$ cat config.mk
export PLATFORM = sky130hd
export DESIGN_NAME = prog_loader
export DESIGN_NICKNAME = d
export VERILOG_FILES = /design/src/rtl/prog_loader_pkg.sv /design/src/rtl/prog_loader.sv
export SDC_FILE = /design/constraint.sdc
export NUM_CORES = 1
export LEC_CHECK = 0
export CELL_PAD_IN_SITES_DETAIL_PLACEMENT = 1
export CELL_PAD_IN_SITES_GLOBAL_PLACEMENT = 1
export CORE_UTILIZATION = 40
export DETAILED_ROUTE_END_ITERATION = 7
export DONT_BUFFER_PORTS = 1
export GPL_ROUTABILITY_DRIVEN = 0
export PLACE_DENSITY = 0.7
export SYNTH_ARGS = -nofsm -noshare
export SYNTH_HDL_FRONTEND = slang
export SYNTH_SLANG_ARGS = --single-unit
$ cat constraint.sdc
create_clock -name clk -period 6.1 [get_ports clk]
set_input_delay 1.22 -clock clk [delete_from_list [all_inputs] [get_ports clk]]
set_output_delay 1.22 -clock clk [all_outputs]
set_load 0.02 [all_outputs]
$ cat src/rtl/prog_loader_pkg.sv
// Shared definitions for the program loader: FSM encoding and memory sizing.
package prog_loader_pkg;

  typedef enum logic [2:0] {
    ST_IDLE    = 3'd0,
    ST_HI      = 3'd1,
    ST_LO      = 3'd2,
    ST_WRITE   = 3'd3,
    ST_RELEASE = 3'd4,
    ST_DONE    = 3'd5
  } state_t;

  localparam int MEM_DEPTH = 256;
  localparam int MAX_WORDS = 256;

endpackage

$ cat src/rtl/prog_loader.sv
// Byte-stream program loader: packs byte pairs into words, writes them to the
// datapath memory, then hands memory back and releases the processor reset.
module prog_loader
  import prog_loader_pkg::*;
#(
  parameter int ADDR_W     = 8,
  parameter int DATA_W     = 16,
  parameter int START_ADDR = 0
) (
  input  logic              clk,
  input  logic              Rst,
  input  logic              start,
  input  logic [8:0]        word_count,
  input  logic [7:0]        in_byte,
  input  logic              in_valid,
  output logic              in_ready,
  output logic [ADDR_W-1:0] Tb_MEMAddr,
  output logic [DATA_W-1:0] Tb_MEMData,
  output logic              Tb_MEMWE,
  output logic              TBorNot,
  output logic              CPU_Rst,
  output logic              busy,
  output logic              done,
  output logic              err
);

  state_t              state_r, state_nxt_s;
  logic [ADDR_W-1:0]   ptr_r, ptr_nxt_s;
  logic [8:0]          remaining_r, remaining_nxt_s;
  logic [7:0]          hi_byte_r, hi_byte_nxt_s;
  logic [ADDR_W-1:0]   addr_r, addr_nxt_s;
  logic [DATA_W-1:0]   data_r, data_nxt_s;
  logic                we_r, we_nxt_s;
  logic                tb_own_r, tb_own_nxt_s;
  logic                cpu_rst_r, cpu_rst_nxt_s;
  logic                err_r, err_nxt_s;
  logic                ready_r, ready_nxt_s;
  logic                busy_r, busy_nxt_s;
  logic                done_r, done_nxt_s;
  logic                start_ok_s;
  logic                xfer_s;

  assign start_ok_s = start && (word_count != 9'd0) && (word_count <= 9'(MAX_WORDS));
  assign xfer_s     = in_valid && ready_r;

  // Next-state decode of the load sequence.
  always_comb begin
    state_nxt_s = state_r;
    case (state_r)
      ST_IDLE:    if (start_ok_s) state_nxt_s = ST_HI; else state_nxt_s = ST_IDLE;
      ST_HI:      if (xfer_s) state_nxt_s = ST_LO; else state_nxt_s = ST_HI;
      ST_LO:      if (xfer_s) state_nxt_s = ST_WRITE; else state_nxt_s = ST_LO;
      ST_WRITE:   if (remaining_r == 9'd1) state_nxt_s = ST_RELEASE; else state_nxt_s = ST_HI;
      ST_RELEASE: state_nxt_s = ST_DONE;
      ST_DONE:    if (start_ok_s) state_nxt_s = ST_HI; else state_nxt_s = ST_DONE;
      default:    state_nxt_s = ST_IDLE;
    endcase
  end

  // Next values of the datapath and output registers.
  always_comb begin
    ptr_nxt_s       = ptr_r;
    remaining_nxt_s = remaining_r;
    hi_byte_nxt_s   = hi_byte_r;
    addr_nxt_s      = addr_r;
    data_nxt_s      = data_r;
    we_nxt_s        = 1'b0;
    tb_own_nxt_s    = tb_own_r;
    cpu_rst_nxt_s   = cpu_rst_r;
    err_nxt_s       = err_r;
    case (state_r)
      ST_IDLE, ST_DONE: begin
        // The processor runs in DONE until a legal start reclaims memory.
        if (state_r == ST_DONE) cpu_rst_nxt_s = 1'b0; else cpu_rst_nxt_s = cpu_rst_r;
        if (start_ok_s) begin
          ptr_nxt_s       = ADDR_W'(START_ADDR);
          remaining_nxt_s = word_count;
          tb_own_nxt_s    = 1'b1;
          cpu_rst_nxt_s   = 1'b1;
          err_nxt_s       = 1'b0;
        end else if (start) begin
          err_nxt_s = 1'b1;
        end else begin
          err_nxt_s = err_r;
        end
      end
      ST_HI: begin
        if (xfer_s) hi_byte_nxt_s = in_byte; else hi_byte_nxt_s = hi_byte_r;
      end
      ST_LO: begin
        if (xfer_s) begin
          data_nxt_s = {hi_byte_r, in_byte};
          addr_nxt_s = ptr_r;
          we_nxt_s   = 1'b1;
        end else begin
          we_nxt_s = 1'b0;
        end
      end
      ST_WRITE: begin
        ptr_nxt_s       = ptr_r + ADDR_W'(1);
        remaining_nxt_s = remaining_r - 9'd1;
      end
      ST_RELEASE: tb_own_nxt_s = 1'b0;
      default: begin
        we_nxt_s = 1'b0;
      end
    endcase
    ready_nxt_s = (state_nxt_s == ST_HI) || (state_nxt_s == ST_LO);
    busy_nxt_s  = (state_nxt_s == ST_HI) || (state_nxt_s == ST_LO) ||
                  (state_nxt_s == ST_WRITE) || (state_nxt_s == ST_RELEASE);
    done_nxt_s  = (state_nxt_s == ST_DONE);
  end

  // State and output registers with synchronous reset.
  always_ff @(posedge clk) begin
    if (Rst) begin
      state_r     <= ST_IDLE;
      ptr_r       <= ADDR_W'(START_ADDR);
      remaining_r <= 9'd0;
      hi_byte_r   <= 8'd0;
      addr_r      <= '0;
      data_r      <= '0;
      we_r        <= 1'b0;
      tb_own_r    <= 1'b1;
      cpu_rst_r   <= 1'b1;
      err_r       <= 1'b0;
      ready_r     <= 1'b0;
      busy_r      <= 1'b0;
      done_r      <= 1'b0;
    end else begin
      state_r     <= state_nxt_s;
      ptr_r       <= ptr_nxt_s;
      remaining_r <= remaining_nxt_s;
      hi_byte_r   <= hi_byte_nxt_s;
      addr_r      <= addr_nxt_s;
      data_r      <= data_nxt_s;
      we_r        <= we_nxt_s;
      tb_own_r    <= tb_own_nxt_s;
      cpu_rst_r   <= cpu_rst_nxt_s;
      err_r       <= err_nxt_s;
      ready_r     <= ready_nxt_s;
      busy_r      <= busy_nxt_s;
      done_r      <= done_nxt_s;
    end
  end

  assign in_ready   = ready_r;
  assign Tb_MEMAddr = addr_r;
  assign Tb_MEMData = data_r;
  assign Tb_MEMWE   = we_r;
  assign TBorNot    = tb_own_r;
  assign CPU_Rst    = cpu_rst_r;
  assign busy       = busy_r;
  assign done       = done_r;
  assign err        = err_r;

endmodule

# Word level (Yosys, flattened, before mapping)
# Index checks and enable logic that the tools add are counted.
# W data, S select, Z words.
[totals]
ff_bits = 59
inputBits = 21
[op_classes]
add_sub_neg = 2
n_lt_le_gt_ge = 1
n_eq_ne = 12
muxes = 17
n_bitwise = 1
n_reduce_logical = 20
[ops]
columns = ["cell", "count"]
rows = [
  ["$pmux W3 S6", 1],
  ["$pmux W9 S2", 1],
  ["$pmux W8 S2", 1],
  ["$eq A3 B2 Y1 const B", 4],
  ["$eq A3 B3 Y1 const B", 4],
  ["$reduce_and A2 Y1", 6],
  ["$eq A9 B1 Y1 const B", 1],
  ["$le A9 B9 Y1 const B", 1],
  ["$mux W9", 1],
  ["$reduce_bool A9 Y1", 1],
  ["$sub A9 B1 Y9 const B", 1],
  ["$add A8 B1 Y8 const B", 1],
  ["$mux W1", 8],
  ["$mux W8", 1],
  ["$reduce_bool A2 Y1", 4],
  ["$eq A3 B1 Y1 const B", 2],
  ["$mux W3", 2],
  ["$reduce_or A2 Y1", 2],
  ["$logic_and A1 B1 Y1", 3],
  ["$logic_not A3 Y1", 1],
  ["$logic_or A1 B1 Y1", 3],
  ["$mux W2", 1],
  ["$ne A2 B2 Y1 const B", 1],
  ["$pmux W1 S2", 1],
  ["$not A1 Y1", 1],
]

# Logic depth before layout (Yosys ltp)
[logic_depth]
depth_word = 9
ltp_mapped = 7
ltp_nobuf = 6

# Worst setup path after synthesis
# No wires, ideal clock.
[synth_path]
path_kind = "input to register"
from = "in word_count[2]"
to = "reg remaining_r[1]"
t_arrival_ps = 2776
required_ps = 5972
path_slack_ps = 3196
cell_stages = 6
path_cell_list = "or4_1 -> or3_4 -> and3_1 -> buf_6 -> a221oi_2 -> nor2_1"
[synth_via]
elab_chain_cells = 5
[synth_lines]
columns = ["element", "line", "source"]
rows = [
  ["start: declaration", "prog_loader.sv:13", "input logic [8:0] word_count,"],
  ["parallel branches: the longest is 2 deep, another holds $le A9 B9 Y1", "n/a", ""],
  ["$logic_and A1 B1 Y1 (*)", "prog_loader.sv:43", "assign start_ok_s = start && (word_count != 9'd0) && (word_count <= 9'(MAX_WORDS));"],
  ["$ne A2 B2 Y1 (no line) (*)", "n/a", ""],
  ["$reduce_and A2 Y1 (no line) (*)", "n/a", ""],
  ["end signal: assignment", "prog_loader.sv:133", "remaining_r <= remaining_nxt_s;"],
  ["end: declaration", "prog_loader.sv:29", "logic [8:0] remaining_r, remaining_nxt_s;"],
]
# Mark *: on every way between the ends.
# A chain may end at the register's enable or synchronous reset.

# Worst setup path after layout
[layout_path]
from = "in word_count[2]"
to = "reg remaining_r[5]"
# The elaborated chain is that of the path after synthesis.

==> impl_metrics.env <==
export IMPL_drive_above_1_share=0.0980
export IMPL_dieArea_mm2=0.00655
export IMPL_dieHeight_um=80.9
export IMPL_path_max_fanout=9
export IMPL_relSlewSlack=0.382
export IMPL_fin_skew_ns=0.00849
export IMPL_yosysMostFrequentCell="dfxtp_1"
export IMPL_synth_warnings=0
export IMPL_core_mm2=0.00596
export IMPL_wl_met1_um=2660
export IMPL_rsz0062_at_grt="no"
export IMPL_port_buffers=0
export IMPL_dp_cells=355
export IMPL_slowest_delay_ns=0.57
export IMPL_dp_slack_ns=3.02
export IMPL_p_total_mw=0.797
export IMPL_slowest_stage="or4_1"
export IMPL_cts_resized=0
export IMPL_synth_top_area_cell="dfxtp_1"
export IMPL_min_period_over_period=0.443
export IMPL_post_drt_wl_per_cell_um=15.8
export IMPL_worst_pin_slew_ns=0.928
export IMPL_cts_num_sinks=59
export IMPL_setup_viol=0
export IMPL_min_path_type="register to register"
export IMPL_cts_tree="built"
export IMPL_pin_count=52
export IMPL_clock_path_buffers=2
export IMPL_routed_wl_um=5860
export IMPL_wl_met3_um=364
export IMPL_syn_avg_cell_area_um2=8.45
export IMPL_syn_area_mm2=0.00249
export IMPL_timing_final_hold_violations=0
export IMPL_crit_buf_inv=0
export IMPL_max_freq_mhz=370
export IMPL_status="complete, no violations"
export IMPL_fillers=723
export IMPL_powerDensity_mw_per_mm2=291
export IMPL_grt_pass1_vias=1997
export IMPL_dr_wl_met2_um=2750
export IMPL_synth_seq_cells=59
export IMPL_dp_hpwl_um=3990
export IMPL_grt_pass1_wl_um=9410
export IMPL_first_pass_iters=5
export IMPL_drc_errors=0
export IMPL_drt_initial_drc_count=101
export IMPL_start_kind="primary input"
export IMPL_fin_nets=315
export IMPL_synth_top_cell_area_share=0.474
export IMPL_post_route_min_period_ns=2.70
export IMPL_highest_layer="met4"
export IMPL_fin_setup_tns_ns=0
export IMPL_cts_setup_buffers=0
export IMPL_maxSlewViolCount=0
export IMPL_grt_max_degree=60
export IMPL_synth_edf_count=0
export IMPL_ant_nets=0
export IMPL_p_leak_nw=0.899
export IMPL_path_clk_slew_ns=0.07
export IMPL_antenna_cells=0
export IMPL_layout_setup_ws_ns=3.40
export IMPL_vias_per_cell=5.59
export IMPL_overflow=0
export IMPL_synth_ff_type="dfxtp_1"
export IMPL_placementRows=28
export IMPL_whs_ns=0.445
export IMPL_syn_to_final_growth_pct=9.99
export IMPL_htree_levels=3
export IMPL_synthTopCellsByArea="dfxtp_1, nand2_1, a21oi_1"
export IMPL_postCtsHoldBufs=0
export IMPL_crit_type="primary input to register"
export IMPL_cp_data_required_time_ns=6.35
export IMPL_drv_cap=0
export IMPL_clock_latency_ns=0.35
export IMPL_antenna_found_initial=0
export IMPL_stdcell_count=371
export IMPL_syn_inst=295
export IMPL_start_util=0.418
export IMPL_synth_cell_type_count=46
export IMPL_worstSetupEndpointType="register"
export IMPL_synth_top_cells_by_count="dfxtp_1, nand2_1, a21oi_1"
export IMPL_syn_num_nets=319
export IMPL_root_buffer="clkbuf_8"
export IMPL_synthArstFlopShare=0
export IMPL_ys_seq_area_frac=0.474
export IMPL_cpLargestDelayFamily="simple AND/OR/NAND/NOR gates"
export IMPL_via_count=2075
export IMPL_cp_arrival_ns=2.95
export IMPL_path_cells="or4_1 -> o21ai_2 -> and3_1 -> nor3_1 -> a2111oi_2"
export IMPL_vdd_ir_drop_max_uv=118
export IMPL_cts_made_buffers=9
export IMPL_gr_usage_all_layers=0.190
export IMPL_die_w_um=80.9
[metrics by stage]
step	cell area, um^2	util
final	2740	0.460
after global routing	2740	0.460
after CTS	2740	0.460
after detailed placement	2540	0.427
after global placement	2540	0.427
after floorplan	2490	-
[cells by family (layout without fill, tap and decap cells)]
logic type               count (synthesis)  in the layout  share of synthesized area
flip-flops                              59             59                      0.474
AND/OR/NAND/NOR                        138            138                      0.271
multiplexers                             8              8                     0.0321
adder cells (fa/ha/maj)                  3              3                     0.0151
AO/OA/AOI/OAI                           66             66                      0.170
XOR/XNOR                                 2              2                    0.00703
buffers and inverters                   19             20                     0.0316
[placed cells by master, fill, tap and decap left out, drive strengths merged, types with 4 or more instances in the layout]
cell type,Yosys,routed
nor2b,4,4
mux2i,8,8
a31oi,6,6
dfxtp,59,59
nor2,29,29
o21ai,7,7
clkbuf,16,9
nand2,56,56
nor4,5,5
nand2b,4,4
nand3,8,8
nor3,11,11
a21oi,37,37
[worst paths after layout]
kind	cells past startpoint	end	slack, ns	start
max reg2reg	5	remaining_r[5]	3.88	state_r[2]
min	2	Tb_MEMData[9]	0.45	hi_byte_r[1]
max	5	remaining_r[5]	3.40	word_count[2]
min reg2reg	2	Tb_MEMData[9]	0.45	hi_byte_r[1]
[per-layer routing]
layer  up-vias  global-route usage
li1       1040                   -
met5         -                   0
met4         0              0.0839
met1       984               0.232
met3        10              0.0640
met2        41               0.303
[layout make-up]
class                           instances  area [um^2]  area share
Timing Repair Buffer                    2         15.0     0.00548
Inverter                                2         7.51     0.00274
Multi-Input combinational cell        217         1240       0.454
Sequential cell                        59         1180       0.431
Clock buffer                            9          124      0.0452
Clock inverter                          7         76.3      0.0278
Tap cell                               75         93.8      0.0342
[power breakdown]
group          internal [mW]  total [mW]  switching (mW)  leakage (nW)
sequential             0.392       0.402          0.0101         0.477
combinational         0.0154      0.0358          0.0204         0.326
clock                  0.190       0.359           0.168        0.0958
[sequential cells by signal, summed over array words and instances (netlist names)]
name,cells
CPU_Rst,1
remaining_r,9
ptr_r,8
Tb_MEMAddr,8
hi_byte_r,8
done,1
Tb_MEMData,16
state_r,3
Tb_MEMWE,1
TBorNot,1
err,1
in_ready,1
busy,1
[worst reg2reg max path, cell delays in order, from the launching register on]
cell and delay [ns]:
dfxtp_1 0.56, nor2b_1 0.16, nor4b_4 0.47, and3_1 0.50, nor3_1 0.11, a2111oi_2 0.32
No activity file was read; power rests on OpenSTA's default activity.
